<file path="config.mk">
export PLATFORM = sky130hd
export DESIGN_NAME = npc_btb_unit
export DESIGN_NICKNAME = d
export VERILOG_FILES = /design/src/rtl/npc_btb_unit.sv
export SDC_FILE = /design/constraint.sdc
export NUM_CORES = 2
export LEC_CHECK = 0
export CAP_MARGIN = 0
export CORE_UTILIZATION = 55
export CTS_CLUSTER_SIZE = 10
export DETAILED_ROUTE_END_ITERATION = 12
export PLACE_DENSITY = 0.83
export SLEW_MARGIN = 0
export SYNTH_ARGS = -nofsm -noshare
export SYNTH_HDL_FRONTEND = slang
export SYNTH_SLANG_ARGS = --single-unit
</file>
<file path="constraint.sdc">
create_clock -name clk -period 50.8 [get_ports clk]
set_input_delay 5.08 -clock clk [delete_from_list [all_inputs] [get_ports clk]]
set_output_delay 5.08 -clock clk [all_outputs]
set_load 0.01 [all_outputs]
</file>
<file path="src/rtl/npc_btb_unit.sv">
// npc_btb_unit: fetch PC register plus a direct-mapped branch target buffer.
// Predicts taken branches and jumps at fetch, resolves the real next PC from
// the MEM-stage result, and redirects fetch (with a flush) on a mispredict
// or an exception.
//
// NPCOp encodings used on res_op_i:
//   3'd0 PLUS4, 3'd1 BRANCH, 3'd2 JUMP, 3'd3 JALR; any other value acts as PLUS4.
module npc_btb_unit #(
  parameter int                XLEN        = 32,
  parameter logic [XLEN-1:0]   RESET_PC    = 32'h0000_0000,
  parameter logic [XLEN-1:0]   EXC_VEC     = 32'h0000_0100,
  parameter int                BTB_ENTRIES = 16
) (
  input  logic            clk,
  input  logic            rst,
  input  logic            stall_i,
  input  logic            exc_i,
  input  logic            res_valid_i,
  input  logic [2:0]      res_op_i,
  input  logic            res_taken_i,
  input  logic [XLEN-1:0] res_pc_i,
  input  logic [XLEN-1:0] res_imm_i,
  input  logic [XLEN-1:0] res_rs1_i,
  input  logic            res_pred_taken_i,
  input  logic [XLEN-1:0] res_pred_target_i,
  output logic [XLEN-1:0] pc_o,
  output logic            pred_taken_o,
  output logic [XLEN-1:0] pred_target_o,
  output logic            mispredict_o,
  output logic            flush_o
);

  localparam int IDX   = $clog2(BTB_ENTRIES);
  localparam int TAG_W = XLEN - IDX - 2;

  localparam logic [2:0] NPC_PLUS4  = 3'd0;
  localparam logic [2:0] NPC_BRANCH = 3'd1;
  localparam logic [2:0] NPC_JUMP   = 3'd2;
  localparam logic [2:0] NPC_JALR   = 3'd3;

  localparam logic [XLEN-1:0] PC_STEP = XLEN'(4);

  // BTB storage
  logic             btb_valid  [BTB_ENTRIES];
  logic [TAG_W-1:0] btb_tag    [BTB_ENTRIES];
  logic [XLEN-1:0]  btb_target [BTB_ENTRIES];
  logic [1:0]       btb_ctr    [BTB_ENTRIES];

  logic [XLEN-1:0]  pc_q;
  logic [XLEN-1:0]  pc_next;

  // Fetch-side lookup
  logic [IDX-1:0]   fetch_idx;
  logic [TAG_W-1:0] fetch_tag;
  logic             fetch_hit;

  // Resolution
  logic [XLEN-1:0]  seq_npc;
  logic [XLEN-1:0]  rel_npc;
  logic [XLEN-1:0]  jalr_sum;
  logic             act_taken;
  logic [XLEN-1:0]  act_npc;

  // Update side
  logic [IDX-1:0]   upd_idx;
  logic [TAG_W-1:0] upd_tag;
  logic             upd_hit;
  logic             wr_en;
  logic [TAG_W-1:0] wr_tag;
  logic [XLEN-1:0]  wr_target;
  logic [1:0]       wr_ctr;

  assign fetch_idx = pc_q[IDX+1:2];
  assign fetch_tag = pc_q[XLEN-1:IDX+2];
  assign fetch_hit = btb_valid[fetch_idx] && (btb_tag[fetch_idx] == fetch_tag);

  assign pc_o          = pc_q;
  assign pred_taken_o  = fetch_hit && btb_ctr[fetch_idx][1];
  assign pred_target_o = fetch_hit ? btb_target[fetch_idx] : '0;

  assign seq_npc  = res_pc_i + PC_STEP;
  assign rel_npc  = res_pc_i + res_imm_i;
  assign jalr_sum = res_rs1_i + res_imm_i;

  // Work out where the resolved instruction really goes and whether it was taken
  always_comb begin
    act_taken = 1'b0;
    act_npc   = seq_npc;
    case (res_op_i)
      NPC_BRANCH: begin
        act_taken = res_taken_i;
        act_npc   = res_taken_i ? rel_npc : seq_npc;
      end
      NPC_JUMP: begin
        act_taken = 1'b1;
        act_npc   = rel_npc;
      end
      NPC_JALR: begin
        act_taken = 1'b1;
        act_npc   = {jalr_sum[XLEN-1:1], 1'b0};
      end
      NPC_PLUS4: begin
        act_taken = 1'b0;
        act_npc   = seq_npc;
      end
      default: begin
        act_taken = 1'b0;
        act_npc   = seq_npc;
      end
    endcase
  end

  assign mispredict_o = res_valid_i &&
                        ((act_taken != res_pred_taken_i) ||
                         (act_taken && (act_npc != res_pred_target_i)));
  assign flush_o      = mispredict_o || exc_i;

  // Next fetch PC: exception, then mispredict redirect, then stall, then prediction
  always_comb begin
    pc_next = pc_q + PC_STEP;
    if (exc_i) begin
      pc_next = EXC_VEC;
    end else if (mispredict_o) begin
      pc_next = act_npc;
    end else if (stall_i) begin
      pc_next = pc_q;
    end else if (pred_taken_o) begin
      pc_next = pred_target_o;
    end
  end

  // Fetch PC register
  always_ff @(posedge clk or posedge rst) begin
    if (rst) begin
      pc_q <= RESET_PC;
    end else begin
      pc_q <= pc_next;
    end
  end

  assign upd_idx = res_pc_i[IDX+1:2];
  assign upd_tag = res_pc_i[XLEN-1:IDX+2];
  assign upd_hit = btb_valid[upd_idx] && (btb_tag[upd_idx] == upd_tag);

  // Decide what (if anything) to write into the BTB entry of the resolved PC
  always_comb begin
    wr_en     = 1'b0;
    wr_tag    = upd_tag;
    wr_target = act_npc;
    wr_ctr    = 2'b10;
    if (res_valid_i && !exc_i) begin
      case (res_op_i)
        NPC_BRANCH: begin
          if (res_taken_i) begin
            wr_en = 1'b1;
            if (upd_hit) begin
              wr_ctr = (btb_ctr[upd_idx] == 2'b11) ? 2'b11 : btb_ctr[upd_idx] + 2'b01;
            end else begin
              wr_ctr = 2'b10;
            end
          end else if (upd_hit) begin
            wr_en     = 1'b1;
            wr_target = btb_target[upd_idx];
            wr_ctr    = (btb_ctr[upd_idx] == 2'b00) ? 2'b00 : btb_ctr[upd_idx] - 2'b01;
          end
        end
        NPC_JUMP: begin
          wr_en  = 1'b1;
          wr_ctr = 2'b11;
        end
        default: begin
          wr_en = 1'b0;
        end
      endcase
    end
  end

  // BTB entry write; reset invalidates every entry
  always_ff @(posedge clk or posedge rst) begin
    if (rst) begin
      for (int i = 0; i < BTB_ENTRIES; i++) begin
        btb_valid[i]  <= 1'b0;
        btb_tag[i]    <= '0;
        btb_target[i] <= '0;
        btb_ctr[i]    <= 2'b00;
      end
    end else if (wr_en) begin
      btb_valid[upd_idx]  <= 1'b1;
      btb_tag[upd_idx]    <= wr_tag;
      btb_target[upd_idx] <= wr_target;
      btb_ctr[upd_idx]    <= wr_ctr;
    end
  end

endmodule

</file>
Word level (Yosys, flattened, before mapping)

Cells that the tools add are included.

Output and inout bits: 67
Input port bits: 138
Logic and storage cells: 156
Flip-flop bits (word level): 1008

$add $sub $neg: 6
Eq/ne operators: 9
Muxes and demuxes: 58
Reductions and logical operators: 12
Bitwise operators: 3
Magnitude comparators: 3

Operator list:

| operator                                                        | number |
|---|---|
| 512-bit bitwise mux                                             | 1 |
| 32-bit 2-to-1 mux                                               | 15 |
| 416-bit bitwise mux                                             | 1 |
| 32-bit binary-select mux with 4-bit select                      | 2 |
| 26-bit binary-select mux with 4-bit select                      | 2 |
| 26-bit 2-to-1 mux                                               | 5 |
| 32-bit demux with 4-bit select                                  | 1 |
| 26-bit demux with 4-bit select                                  | 1 |
| 32-bit case mux with 3 select lines                             | 1 |
| 32-bit by 3-bit adder with 32-bit output, second input constant | 2 |
| 32-bit adder                                                    | 2 |
| 26-bit == test                                                  | 2 |
| 32-bit bitwise mux                                              | 1 |
| 32-bit != test                                                  | 1 |
| 2-bit 2-to-1 mux                                                | 11 |
| 2-bit binary-select mux with 4-bit select                       | 2 |
| 16-bit OR                                                       | 1 |
| 5-bit >= comparator, second input constant                      | 2 |
| 4-bit inverter with 5-bit output                                | 2 |
| 1-bit binary-select mux with 4-bit select                       | 2 |
| 2-bit demux with 4-bit select                                   | 1 |
| 1-bit 2-to-1 mux                                                | 8 |
| 1-bit logical AND                                               | 7 |
| 3-bit by 2-bit == test with 1-bit output, second input constant | 2 |
| other kinds (14)                                                | 16 |

Depth between registers and ports, before layout

Depth after elaboration: 11
Depth in mapped cells: 20
Gate-level depth less buffers: 16

Worst setup path after synthesis

OpenSTA, ideal clock, no wires.

Path type: input-to-output
Start point: input port res_pc_i[2]
End point: output port flush_o
Setup slack: 35.732 ns
Buffers on the path: 7
Cell stages on the path: 18
Required time: 45.720 ns
Arrival time: 9.988 ns
Cells stage by stage: clkbuf_1 > buf_2 > buf_1 > clkbuf_1 > clkbuf_1 > buf_1 > clkbuf_1 > inv_1 > ha_1 > a221oi_1 > xnor2_1 > nor4_1 > o2111ai_1 > nand4b_1 > nor4_1 > nand4_1 > o21ai_1 > nand2_1

Longest elaborated chain between the ends: 8
Elaborated cells between the ends (all ways): 9
Those cells by class: add/sub: 2; eq/ne: 1; mux: 2; reduce/logical: 4

RTL lines:

| element                                                                         | RTL line | source |
|---|---|---|
| start, declared                                                                 | 21       | `input logic [XLEN-1:0] res_pc_i,` |
| 32-bit by 3-bit adder with 32-bit output / 32-bit adder (equally long branches) | 81, 82   |  |
| 32-bit 2-to-1 mux                                                               | 92       | `act_npc = res_taken_i ? rel_npc : seq_npc;` |
| 32-bit case mux with 3 select lines *                                           | 89       | `case (res_op_i)` |
| 32-bit != test *                                                                | 115      | `(act_taken && (act_npc != res_pred_target_i)));` |
| 1-bit logical AND *                                                             | 115      |  |
| 1-bit logical OR *                                                              | 114      | `((act_taken != res_pred_taken_i) \|\|` |
| 1-bit logical AND *                                                             | 113      | `assign mispredict_o = res_valid_i &&` |
| 1-bit logical OR *                                                              | 116      | `assign flush_o = mispredict_o \|\| exc_i;` |
| end, declared                                                                   | 30       | `output logic flush_o` |

Every way passes the cells marked *; elsewhere a longest branch is shown, timed or not.

Final worst setup path

Start point: input port res_pc_i[7]
End point: output port flush_o

Same word-level chain as after synthesis.

==> flow_summary.toml <==
[outcome]
outcome = "finished, final reports clean"

[yosys]
synth_fp_nets = 5204
synth.distinct_cells = 86
synthCells = 4998
ys_seq_area_frac = 0.426
yosysWarnings = 0
synth_flop_cell = "dfrtp_1"
syn-cell-area_um2 = 59300
synth_seq_cells = 1008
postSynth.asyncResetShare = 1.00
synth_edf_count = 0
synth_area_per_cell_um2 = 11.9

[global_routing]
met1_usage = 0.461
grt_max_degree = 171
globalRouteTotalUtil = 0.359
gr-total-overflow = 0
grtUsageMet2 = 0.520
grt_pass1_wl_um = 291000
grt.busiest_layer = "met2"
use_met3 = 0.146
antenna_found_initial = 23
first_global_vias = 46500

[critical_path]
worst-path-max-fanout = 49
r2r-end = "pc_o[8]"
cp-end-kind = "primary output"
r2r.worst_path.cells = 14
worst-setup-path-type = "input port to primary output"
timing.rr.start = "pc_o[2]"
cp_data_required_time_ns = 45.72
worstPathArrival_ns = 11.85
ff2ff_setup_slack_ns = 43.88
worstSetupStartpointType = "input port"
cp-startpoint = "res_pc_i[7]"

[power]
peakVddDrop_uv = 28.5
swShare = 0.305
clkPwrFrac = 0.339
leakagePower_uw = 0.0276
seqPwrFrac = 0.444
power.internal_uw = 1480
p_switching_uw = 650
powerDensity_nw_per_um2 = 32.8
comb_power_share = 0.217

[placed_design]
dpl_cell_area_um2 = 62000
portBuffers = 204
hpwl_um = 124000
place_congestion = 1.02
place_inst = 6212

[finish]
drive_above_1_share = 0.264
area_delta_synth_final_pct = 9.77
fillers = 7800
fin_cells = 6355
post-route-cell-area_um2 = 65100
final_net_count = 5129

[sta]
tns_ns = 0
finClkSkew_ns = 0.0627
relSlewSlack = 0.0458
rsz0062_at_grt = "false"
setup_viol = 0
fmax_mhz = 59.1
drv_slew = 0
worst_pin_slew_ns = 1.39
fin_crit_sh = 0.333
hold_violations = 0
period_needed_ns = 16.93
fin_worst_hold_slack_ns = 0.496

[worst_hold_path]
holdPathStages = 1
hp-start = "btb_valid[14]"
hold_path_class = "flop to flop"
min_to = "btb_valid[14]"

[die]
die_w_um = 330
core_area_um2 = 107000
die_area_um2 = 109000
num_rows = 120
dieHeight_um = 330
ios = 205
start_util = 0.554

[route]
routed_wl_um = 195000
vias_per_cell = 7.28
ant_nets = 0
drc = 0
via_count = 46300
wire_per_inst_um = 30.8
initialDrtViolationCount = 6553
drt_pass1_iterations = 6

[run]
maxCapViolCount = 0

[clock_network]
cts-root-buf = "clkbuf_16"
cts.sinks = 1008
cts_resized = 0
cts_buffer_depth = 3
clkLatencyLatePin_ns = 0.71
hold_buffers = 0
cts_made_buffers = 112
clk_pin_slew_worst_paths_ns = 0.06
cts_tree = "built"
postCtsSetupBuffers = 0
htree_levels = 3
[Yosys cell counts, drive strengths merged, types with 8 or more instances]
| cell | count | area, µm² |
|---|---|---|
| dfrtp | 1008 | 25200 |
| nor2 | 648 | 2430 |
| a21oi | 647 | 3240 |
| mux4 | 590 | 13300 |
| mux2 | 453 | 5100 |
| clkbuf | 302 | 1130 |
| buf | 172 | 768 |
| nand2 | 160 | 601 |
| o21ai | 91 | 455 |
| xnor2 | 81 | 709 |
| nand3 | 74 | 370 |
| ha | 66 | 826 |
| nand4 | 56 | 350 |
| and2 | 49 | 307 |
| mux2i | 48 | 480 |
| nor3 | 43 | 215 |
| xor2 | 40 | 350 |
| inv | 37 | 139 |
| a211oi | 32 | 240 |
| and3 | 32 | 200 |
| o311ai | 25 | 219 |
| nor4 | 24 | 150 |
| or2 | 23 | 144 |
| or3 | 23 | 144 |
| a21o | 22 | 165 |
| o211ai | 20 | 150 |
| o21a | 20 | 150 |
| o22ai | 18 | 113 |
| a221oi | 17 | 149 |
| nand2b | 14 | 87.6 |
| a31oi | 12 | 75.1 |
| and4 | 11 | 96.3 |
| a21boi | 9 | 67.6 |
| nor2b | 9 | 56.3 |
| o31ai | 9 | 67.6 |
| o21bai | 8 | 60.1 |
[power by group through the flow]
| stage | Combinational [µW] | Clock, µW | Sequential [µW] |
|---|---|---|---|
| after floorplan | 319 | 0 | 930 |
| after global placement | 433 | 0 | 945 |
| after detailed placement | 445 | 0 | 955 |
| after CTS | 449 | 722 | 943 |
| after global routing | 485 | 752 | 954 |
| final | 463 | 723 | 946 |
[registers in the layout (all words and copies together), names as in the netlist]
| name | flops |
|---|---|
| btb_tag | 416 |
| btb_valid | 16 |
| btb_ctr | 32 |
| btb_target | 512 |
| pc_o | 32 |
[per-layer routing]
layer | wire, µm | vias to the layer above
met5 | 384 | -
met4 | 12500 | 50
met3 | 30500 | 914
met2 | 84900 | 3464
met1 | 67000 | 23200
li1 | - | 18600
[through the flow]
stage / util / setup slack [ns] / power (µW)
2_1_floorplan: - / 17.36 / 1250
3_3_place_gp: 0.580 / 34.27 / 1380
3_5_place_dp: 0.580 / 34.15 / 1400
4_1_cts: 0.608 / 34.09 / 2110
5_1_grt: 0.608 / 33.67 / 2190
6_report: 0.609 / 33.87 / 2130
[kinds of logic after synthesis]
kind of cell    share of synthesized area
compound gates                     0.0982
xor+xnor                           0.0179
fa+ha+maj                          0.0148
buf+inv                            0.0346
flops                               0.426
mux                                 0.318
simple gates                       0.0906
[worst max path at each step]
stage / to / slack [ns] / cells past startpoint
after detailed placement: flush_o / 34.15 / 16
after global placement: flush_o / 34.27 / 16
final: flush_o / 33.87 / 16
after global routing: flush_o / 33.67 / 16
after floorplan: btb_ctr[0] / 17.36 / 1
after CTS: flush_o / 34.09 / 16
[cell usage in the layout (no fill, tap or decap), drive strengths merged, types with 43 or more instances in the layout]
master	netlist	layout
a21oi	647	647
and2	49	49
buf	172	86
clkbuf	302	129
clkdlybuf4s50	0	199
dfrtp	1008	1008
ha	66	66
mux2	453	453
mux2i	48	48
mux4	590	590
nand2	160	160
nand3	74	74
nand4	56	56
nor2	648	648
nor3	43	43
o21ai	91	91
xnor2	81	81
[final cells by class]
class | instances | area, µm² | share of cell area
clock inverters | 6 | 106 | 0.00163
diodes | 8 | 20.0 | 0.000308
well taps | 1403 | 1760 | 0.0270
multi-input cells | 3477 | 32100 | 0.494
repair buffers | 285 | 2710 | 0.0416
inverters | 39 | 155 | 0.00238
clock buffers | 129 | 2940 | 0.0452
flip-flops and latches | 1008 | 25200 | 0.388
[critical path, cell delays in order]
cell and delay [ns]:
clkdlybuf4s50_1 0.93, ha_1 0.62, a21oi_1 0.29, o21ai_0 0.29, a21bo_2 0.31, a211oi_1 0.64
mux2_2 0.40, a211oi_1 0.39, and3b_1 0.22, o22ai_1 0.08, nor4_1 0.46, nand4_1 0.26
buf_4 0.35, o21ai_1 0.71, nand2_1 0.22, clkdlybuf4s50_1 0.54
No activity file was read; power rests on OpenSTA's default activity.
